<file path="config.mk">
export PLATFORM = sky130hd
export DESIGN_NAME = apb_master_bridge
export DESIGN_NICKNAME = d
export VERILOG_FILES = /design/src/rtl/apb_master_bridge.sv
export SDC_FILE = /design/constraint.sdc
export NUM_CORES = 1
export LEC_CHECK = 0
export BUFFER_PORTS_ARGS = -buffer_cell sky130_fd_sc_hd__buf_2
export CAP_MARGIN = 20
export CORE_MARGIN = 2
export CORE_UTILIZATION = 49
export CTS_CLUSTER_SIZE = 25
export DETAILED_ROUTE_END_ITERATION = 8
export PLACE_DENSITY = 0.94
export SETUP_SLACK_MARGIN = 0.4
export SLEW_MARGIN = 20
export SYNTH_ARGS = -nofsm -noshare
export SYNTH_HDL_FRONTEND = slang
export SYNTH_SLANG_ARGS = --single-unit
</file>
<file path="constraint.sdc">
create_clock -name p_clk -period 3.6 [get_ports p_clk]
set_input_delay 0.36 -clock p_clk [delete_from_list [all_inputs] [get_ports p_clk]]
set_output_delay 0.36 -clock p_clk [all_outputs]
set_load 0.01 [all_outputs]
</file>
<file path="src/rtl/apb_master_bridge.sv">
// apb_master_bridge
// -----------------
// Single-outstanding APB3 requester. A valid/ready command is turned into one
// APB SETUP/ACCESS transfer, and exactly one rsp_valid pulse is returned per
// accepted command. Responses are not backpressured.
//
// Optional build macro: APB_MASTER_BRIDGE_TIMEOUT_EN
//   When defined, an ACCESS phase that sees p_ready low for TIMEOUT_CYCLES
//   consecutive cycles is aborted and reported with rsp_slverr = rsp_timeout = 1.
//   When undefined, ACCESS waits indefinitely and rsp_timeout is always 0.
//
// Ports
//   p_clk, p_reset         clock (rising edge) and synchronous active-low reset
//   cmd_valid/cmd_ready    command handshake; cmd_write/cmd_addr/cmd_wdata payload
//   rsp_valid              one-cycle response pulse
//   rsp_rdata              read data (0 for writes and timeouts), held until next rsp
//   rsp_slverr             slave error or timeout, held until next rsp
//   rsp_timeout            transfer aborted by timeout, held until next rsp
//   busy                   transfer in progress
//   p_sel .. p_wdata       APB requester outputs
//   p_rdata/p_ready/p_slverr  APB completer responses (sampled only in ACCESS)

module apb_master_bridge #(
   parameter int unsigned ADDR_W         = 32,
   parameter int unsigned DATA_W         = 32,
   parameter int unsigned TIMEOUT_CYCLES = 16
) (
   input  logic              p_clk,
   input  logic              p_reset,
   // Command side
   input  logic              cmd_valid,
   output logic              cmd_ready,
   input  logic              cmd_write,
   input  logic [ADDR_W-1:0] cmd_addr,
   input  logic [DATA_W-1:0] cmd_wdata,
   // Response side
   output logic              rsp_valid,
   output logic [DATA_W-1:0] rsp_rdata,
   output logic              rsp_slverr,
   output logic              rsp_timeout,
   output logic              busy,
   // APB requester
   output logic              p_sel,
   output logic              p_enable,
   output logic              p_write,
   output logic [ADDR_W-1:0] p_add,
   output logic [DATA_W-1:0] p_wdata,
   input  logic [DATA_W-1:0] p_rdata,
   input  logic              p_ready,
   input  logic              p_slverr
);

   // A zero limit would abort before the completer is ever sampled.
   if (TIMEOUT_CYCLES == 0) begin : g_bad_timeout
      $error("apb_master_bridge: TIMEOUT_CYCLES must be >= 1");
   end

   typedef enum logic [1:0] {
      StIdle,
      StSetup,
      StAccess
   } state_e;

   state_e              state_q, state_d;
   logic                p_write_q, p_write_d;
   logic [ADDR_W-1:0]   p_add_q, p_add_d;
   logic [DATA_W-1:0]   p_wdata_q, p_wdata_d;
   logic                rsp_valid_q, rsp_valid_d;
   logic [DATA_W-1:0]   rsp_rdata_q, rsp_rdata_d;
   logic                rsp_slverr_q, rsp_slverr_d;
   logic                rsp_timeout_q, rsp_timeout_d;
   logic                timeout_hit;

`ifdef APB_MASTER_BRIDGE_TIMEOUT_EN
   // Counter only needs to hold 0..TIMEOUT_CYCLES-1: the abort fires on the
   // cycle the count would reach the limit.
   localparam int unsigned CntW = (TIMEOUT_CYCLES > 1) ? $clog2(TIMEOUT_CYCLES) : 1;
   localparam logic [CntW-1:0] CntLast = CntW'(TIMEOUT_CYCLES - 1);

   logic [CntW-1:0] cnt_q, cnt_d;

   always_comb begin
      cnt_d = cnt_q;
      if (state_q == StSetup) begin
         cnt_d = '0;
      end else if ((state_q == StAccess) && !p_ready) begin
         cnt_d = cnt_q + 1'b1;
      end
   end

   always_ff @(posedge p_clk) begin
      if (!p_reset) begin
         cnt_q <= '0;
      end else begin
         cnt_q <= cnt_d;
      end
   end

   assign timeout_hit = (state_q == StAccess) && !p_ready && (cnt_q == CntLast);
`else
   assign timeout_hit = 1'b0;
`endif

   // Handshake and APB strobes are decoded from registered state only, so
   // p_ready never reaches p_sel/p_enable combinationally.
   assign cmd_ready   = (state_q == StIdle);
   assign busy        = (state_q != StIdle);
   assign p_sel       = (state_q != StIdle);
   assign p_enable    = (state_q == StAccess);
   assign p_write     = p_write_q;
   assign p_add       = p_add_q;
   assign p_wdata     = p_wdata_q;
   assign rsp_valid   = rsp_valid_q;
   assign rsp_rdata   = rsp_rdata_q;
   assign rsp_slverr  = rsp_slverr_q;
   assign rsp_timeout = rsp_timeout_q;

   always_comb begin
      state_d       = state_q;
      p_write_d     = p_write_q;
      p_add_d       = p_add_q;
      p_wdata_d     = p_wdata_q;
      rsp_valid_d   = 1'b0;
      rsp_rdata_d   = rsp_rdata_q;
      rsp_slverr_d  = rsp_slverr_q;
      rsp_timeout_d = rsp_timeout_q;

      unique case (state_q)
         StIdle: begin
            if (cmd_valid) begin
               p_write_d = cmd_write;
               p_add_d   = cmd_addr;
               p_wdata_d = cmd_wdata;
               state_d   = StSetup;
            end
         end
         StSetup: begin
            state_d = StAccess;
         end
         StAccess: begin
            // Completion takes priority over a timeout on the same cycle.
            if (p_ready) begin
               state_d       = StIdle;
               rsp_valid_d   = 1'b1;
               rsp_rdata_d   = p_write_q ? '0 : p_rdata;
               rsp_slverr_d  = p_slverr;
               rsp_timeout_d = 1'b0;
            end else if (timeout_hit) begin
               state_d       = StIdle;
               rsp_valid_d   = 1'b1;
               rsp_rdata_d   = '0;
               rsp_slverr_d  = 1'b1;
               rsp_timeout_d = 1'b1;
            end
         end
         default: begin
            state_d = StIdle;
         end
      endcase
   end

   always_ff @(posedge p_clk) begin
      if (!p_reset) begin
         state_q       <= StIdle;
         p_write_q     <= 1'b0;
         p_add_q       <= '0;
         p_wdata_q     <= '0;
         rsp_valid_q   <= 1'b0;
         rsp_rdata_q   <= '0;
         rsp_slverr_q  <= 1'b0;
         rsp_timeout_q <= 1'b0;
      end else begin
         state_q       <= state_d;
         p_write_q     <= p_write_d;
         p_add_q       <= p_add_d;
         p_wdata_q     <= p_wdata_d;
         rsp_valid_q   <= rsp_valid_d;
         rsp_rdata_q   <= rsp_rdata_d;
         rsp_slverr_q  <= rsp_slverr_d;
         rsp_timeout_q <= rsp_timeout_d;
      end
   end

endmodule

</file>
Yosys cells after proc, flatten, opt, wreduce, memory -nomap -nowiden
Cells that the tools add are included.
{"block": "totals", "reg_bits": 101, "latchBits": 0, "ramBits": 0, "romBits": 0, "input_bits": 102, "out_inout_bits": 104, "word_cells": 22, "mem_count": 0}
{"block": "op_classes", "n_addsub": 0, "n_mul": 0, "div": 0, "magnitude_cmp": 0, "n_eq_ne": 4, "n_shift": 0, "muxes": 5, "bitwise": 0, "reduce_logical": 6}
{"operator": "$mux 32", "count": 1}
{"operator": "$reduce_and 2->1", "count": 4}
{"operator": "$pmux 2 s3", "count": 1}
{"operator": "$mux 2", "count": 2}
{"operator": "$eq 2x1->1 const B", "count": 1}
{"operator": "$eq 2x2->1 const B", "count": 1}
{"operator": "$logic_not 2->1", "count": 1}
{"operator": "$ne 2x1->1 const B", "count": 1}
{"operator": "$ne 2x2->1 const B", "count": 1}
{"operator": "$reduce_bool 2->1", "count": 1}
{"operator": "$mux 1", "count": 1}

Logic depth before layout (Yosys ltp)
{"block": "logic_depth", "word_depth": 3, "mapped_depth": 5, "mapped_depth_nobuf": 2}

Least setup slack after synthesis
No wires, ideal clock.
{"block": "synth_timing", "path_type": "in2reg", "from": "input p_reset", "to": "register rsp_rdata_q[12], in the netlist rsp_rdata[12]", "arrival_time_ps": 1098, "t_required_ps": 3528, "setup_slack_ps": 2431, "stages": 5, "path_buffers": 3, "path_cell_list": "buf_2 buf_4 clkbuf_1 nand2_1 mux2i_1"}
{"element": "from (decl)", "line": "29", "text": "input logic p_reset,"}
{"element": "to (signal assigned)", "line": "178", "text": "rsp_rdata_q <= rsp_rdata_d;"}
{"element": "to (decl)", "line": "69", "text": "logic [DATA_W-1:0] rsp_rdata_q, rsp_rdata_d;"}

Worst setup path in the final report
{"block": "layout_timing", "from": "register p_write_q, in the netlist p_write", "to": "output p_write"}
{"element": "from (decl)", "line": "65", "text": "logic p_write_q, p_write_d;"}
{"element": "from (signal assigned)", "line": "174", "text": "p_write_q <= p_write_d;"}
{"element": "to (decl)", "line": "45", "text": "output logic p_write,"}
No word-level cell between the ends.

==> summary.md <==
| Metric | Value |
|---|---|
| Hold path startpoint | `cmd_wdata[21]` |
| Outcome | `complete, no violations` |
| Critical Path Stages | `1` |
| Area of the core | `roughly 8200 sq um` |
| RSZ-0062 raised after global routing | `false` |
| Worst vdd ir | `between 0.2 and 0.3 mV` |
| Global-route wire length before repair | `14.30 mm` |
| Total global-route track usage | `approximately 20%` |
| Max_cap viols | `0` |
| Inst Count DP | `roughly 720` |
| Seq/Total Area, Yosys | `approximately half` |
| CP max FO | `34` |
| CP arrival | `1.54 ns` |
| CP Cell Sequence | `buf_2` |
| Vias in the first global route | `about 3,300` |
| Initial DRC count | `65` |
| PwrDens | `about 430 nW/um^2` |
| Die H | `96.14 microns` |
| Mapped cell area | `between 4000 and 5000 sq um` |
| Fill count | `~650` |
| Initial antenna violation count | `0` |
| Fmax | `526.3 MHz` |
| Via-to-Cell Ratio | `roughly 4.8` |
| Cts bufs inserted | `9` |
| CTS tree | `yes` |
| Diodes inserted | `0` |
| Mapped Nets | `roughly 550` |
| Antenna-violating nets left | `0` |
| Die Area | `roughly 9200 sq um` |
| Setup TNS | `0 ns` |
| Fin. Hold Viols | `0` |
| Final nets | `~730` |
| Grt ovf | `0` |
| Final min period | `~1.9 ns` |
| Slew Limit Fails | `0` |
| Reg2reg setup slack | `roughly 1.7 ns` |
| Sink Count | `between 100 and 150` |
| CP startpoint | `p_write$_SDFFE_PN0P_` |
| DRT Pass-1 Iters | `4` |
| Commonest non-fill, non-tap cell in the layout | `buf_2` |
| Clock Path Buffers | `2` |
| Hold Path Depth | `3` |
| Period utilisation layout | `between 50% and 60%` |
| Fin cells | `about 730` |
| Worst-margin pin slew | `roughly 1.1 ns` |
| Die X | `between 90 and 100 microns` |
| Hpwl dp | `roughly 6.8 mm` |
| Clk_lat worst skew | `about 0.34 ns` |
| Post-DR wirelength/cell | `roughly 13 microns` |
| LEAKAGE | `~2.6 nW` |
| Yosys cell types | `18` |
| CTS resizes | `0` |
| Hold_buf cts | `0` |
| CP max-delay cell | `dfxtp_1` |
| GPL Wtd Cong | `~0.79` |
| Proportion of layout cells with a drive suffix above 1 | `35.51%` |
| Starting Density | `50.63%` |
| H-tree depth | `3` |
| Setup CP Type | `reg2out` |
| FF+latch count, synth | `a little over 100` |
| Crit path required time | `between 3 and 4 ns` |
| Detailed Route WL | `~9.6 mm` |
| Mean Syn Cell Area | `9.370 sq um` |
| R2R depth | `3` |
| Setup Skew | `between 0.01 and 0.015 ns` |
| Post-route DRC | `0` |
| Buffers on Ports | `approximately 200` |
| Most frequent cells in the layout | `buf_2 (203), nand2_1 (164), dfxtp_1 (101), mux2i_1 (98), nand3b_1 (32)` |
| Detailed-route via count | `roughly 3,500` |
| Clock share of power | `between 30% and 40%` |
| Combinational share of power | `15.0%` |
| Worst reg2reg path endpoint | `p_wdata[11]$_SDFFE_PN0P_` |
| Post-CTS setup repair buffer count | `0` |
| CP endpoint kind | `primary output` |
| Area Growth Syn to Fin | `28.00%` |
| FF-to-FF Start | `state_q[1]$_SDFFE_PN0P_` |
| Syn Inst Count | `approximately 440` |
| # setup viols final | `0` |
| CP Buf/Inv Count | `1` |
| Crit-path leading delay family | `flip-flops` |
| Max-Slew Margin vs Limit | `between 20% and 30%` |
| Seq pwr share | `a little over half` |
| Root buffer cell | `clkbuf_8` |
| Startpoint Class | `register` |
| Switching Share | `roughly a quarter` |
| Synth Warn # | `0` |
| I/O pins | `between 200 and 250` |
| HP Class | `in2reg` |
| CTS clk-pin slew, worst paths | `roughly 0.1 ns` |
| Hold EP | `p_wdata[21]$_SDFFE_PN0P_` |
| Crit-path max cell delay | `0.92 ns` |
| Row count | `33` |
| Cell-internal power | `~1.7 mW` |
| Largest net degree at the start of global routing | `200` |
| Net Sw Power | `about 0.59 mW` |
-- cell usage after synthesis --
| cell type | n | area [sq um] |
|---|---|---|
| buf_6 | 6 | 67.56 |
| buf_1 | 1 | 3.750 |
| or2_1 | 1 | 6.260 |
| nor3b_2 | 1 | 12.51 |
| and2_1 | 2 | 12.51 |
| dfxtp_1 | 101 | 2022 |
| nor3b_1 | 1 | 7.510 |
| clkbuf_1 | 12 | 45.04 |
| o21a_1 | 1 | 7.510 |
| inv_1 | 1 | 3.750 |
| nor2b_1 | 2 | 12.51 |
| buf_2 | 13 | 65.06 |
| buf_4 | 6 | 45.04 |
| nand2_1 | 164 | 615.6 |
| conb_1 | 1 | 3.750 |
| and3b_1 | 1 | 8.760 |
| mux2i_1 | 98 | 980.9 |
| nand3b_1 | 32 | 240.2 |
-- worst max path at each step --
stage                                 end  slack (ns)
6_report                          p_write        1.70
5_1_grt                           p_write        1.63
4_1_cts                           p_write        1.68
3_5_place_dp      p_wdata[9]$_SDFFE_PN0P_        1.73
3_3_place_gp       p_add[22]$_SDFFE_PN0P_        1.83
2_1_floorplan  rsp_rdata[12]$_SDFFE_PN0P_        2.43
-- per-stage QoR --
stage / power, mW / hold slack [ns] / worst slack [ns] / area, sq um / util (%)
after global routing: 2.386 / 0.2117 / 1.634 / 5325 / 64.81
after detailed placement: 1.584 / 0.4434 / 1.733 / 5124 / 62.36
final: 2.274 / 0.2449 / 1.700 / 5325 / 64.81
after global placement: 1.568 / 0.4382 / 1.830 / 5124 / 62.36
after CTS: 2.299 / 0.2286 / 1.683 / 5325 / 64.81
after floorplan: 1.448 / 0.4790 / 2.431 / 4160 / -
-- routing by layer --
layer  wire length [microns]  global-route usage (%)
met1                    3965                   22.80
met2                    4492                   33.33
met3                     979                   7.048
met4                     121                   6.310
met5                       0                       0
-- area by class of cell --
cell class	count	area [sq um]	share of cell area, %
clock inverter	5	60.06	1.128
tap	105	131.4	2.467
timing repair buffer	206	1051	19.74
clock buffer	11	141.4	2.655
sequential	101	2022	37.97
multi-input combinational	304	1916	35.97
inverter	1	3.754	0.07049
-- cells by family after synthesis --
family,synth area share [%]
AOI/OAI and AO/OA,0.1805
buffers and inverters,5.533
DFF,48.60
muxes,23.58
other,0.09014
and+or+nand+nor,22.02
-- power by group through the flow --
stage | Sequential (mW) | Combinational, mW | Clock [mW]
final | 1.22 | 0.341 | 0.717
after global routing | 1.22 | 0.375 | 0.786
after CTS | 1.22 | 0.343 | 0.739
after detailed placement | 1.24 | 0.343 | 0
after global placement | 1.24 | 0.331 | 0
after floorplan | 1.26 | 0.186 | 0
-- flip-flops by register name, summed over array words and instances (netlist names) --
| name | flops |
|---|---|
| p_write | 1 |
| p_add | 32 |
| rsp_rdata | 32 |
| rsp_valid | 1 |
| state_q | 2 |
| rsp_slverr | 1 |
| p_wdata | 32 |
Power figures use the tool's default switching activity.
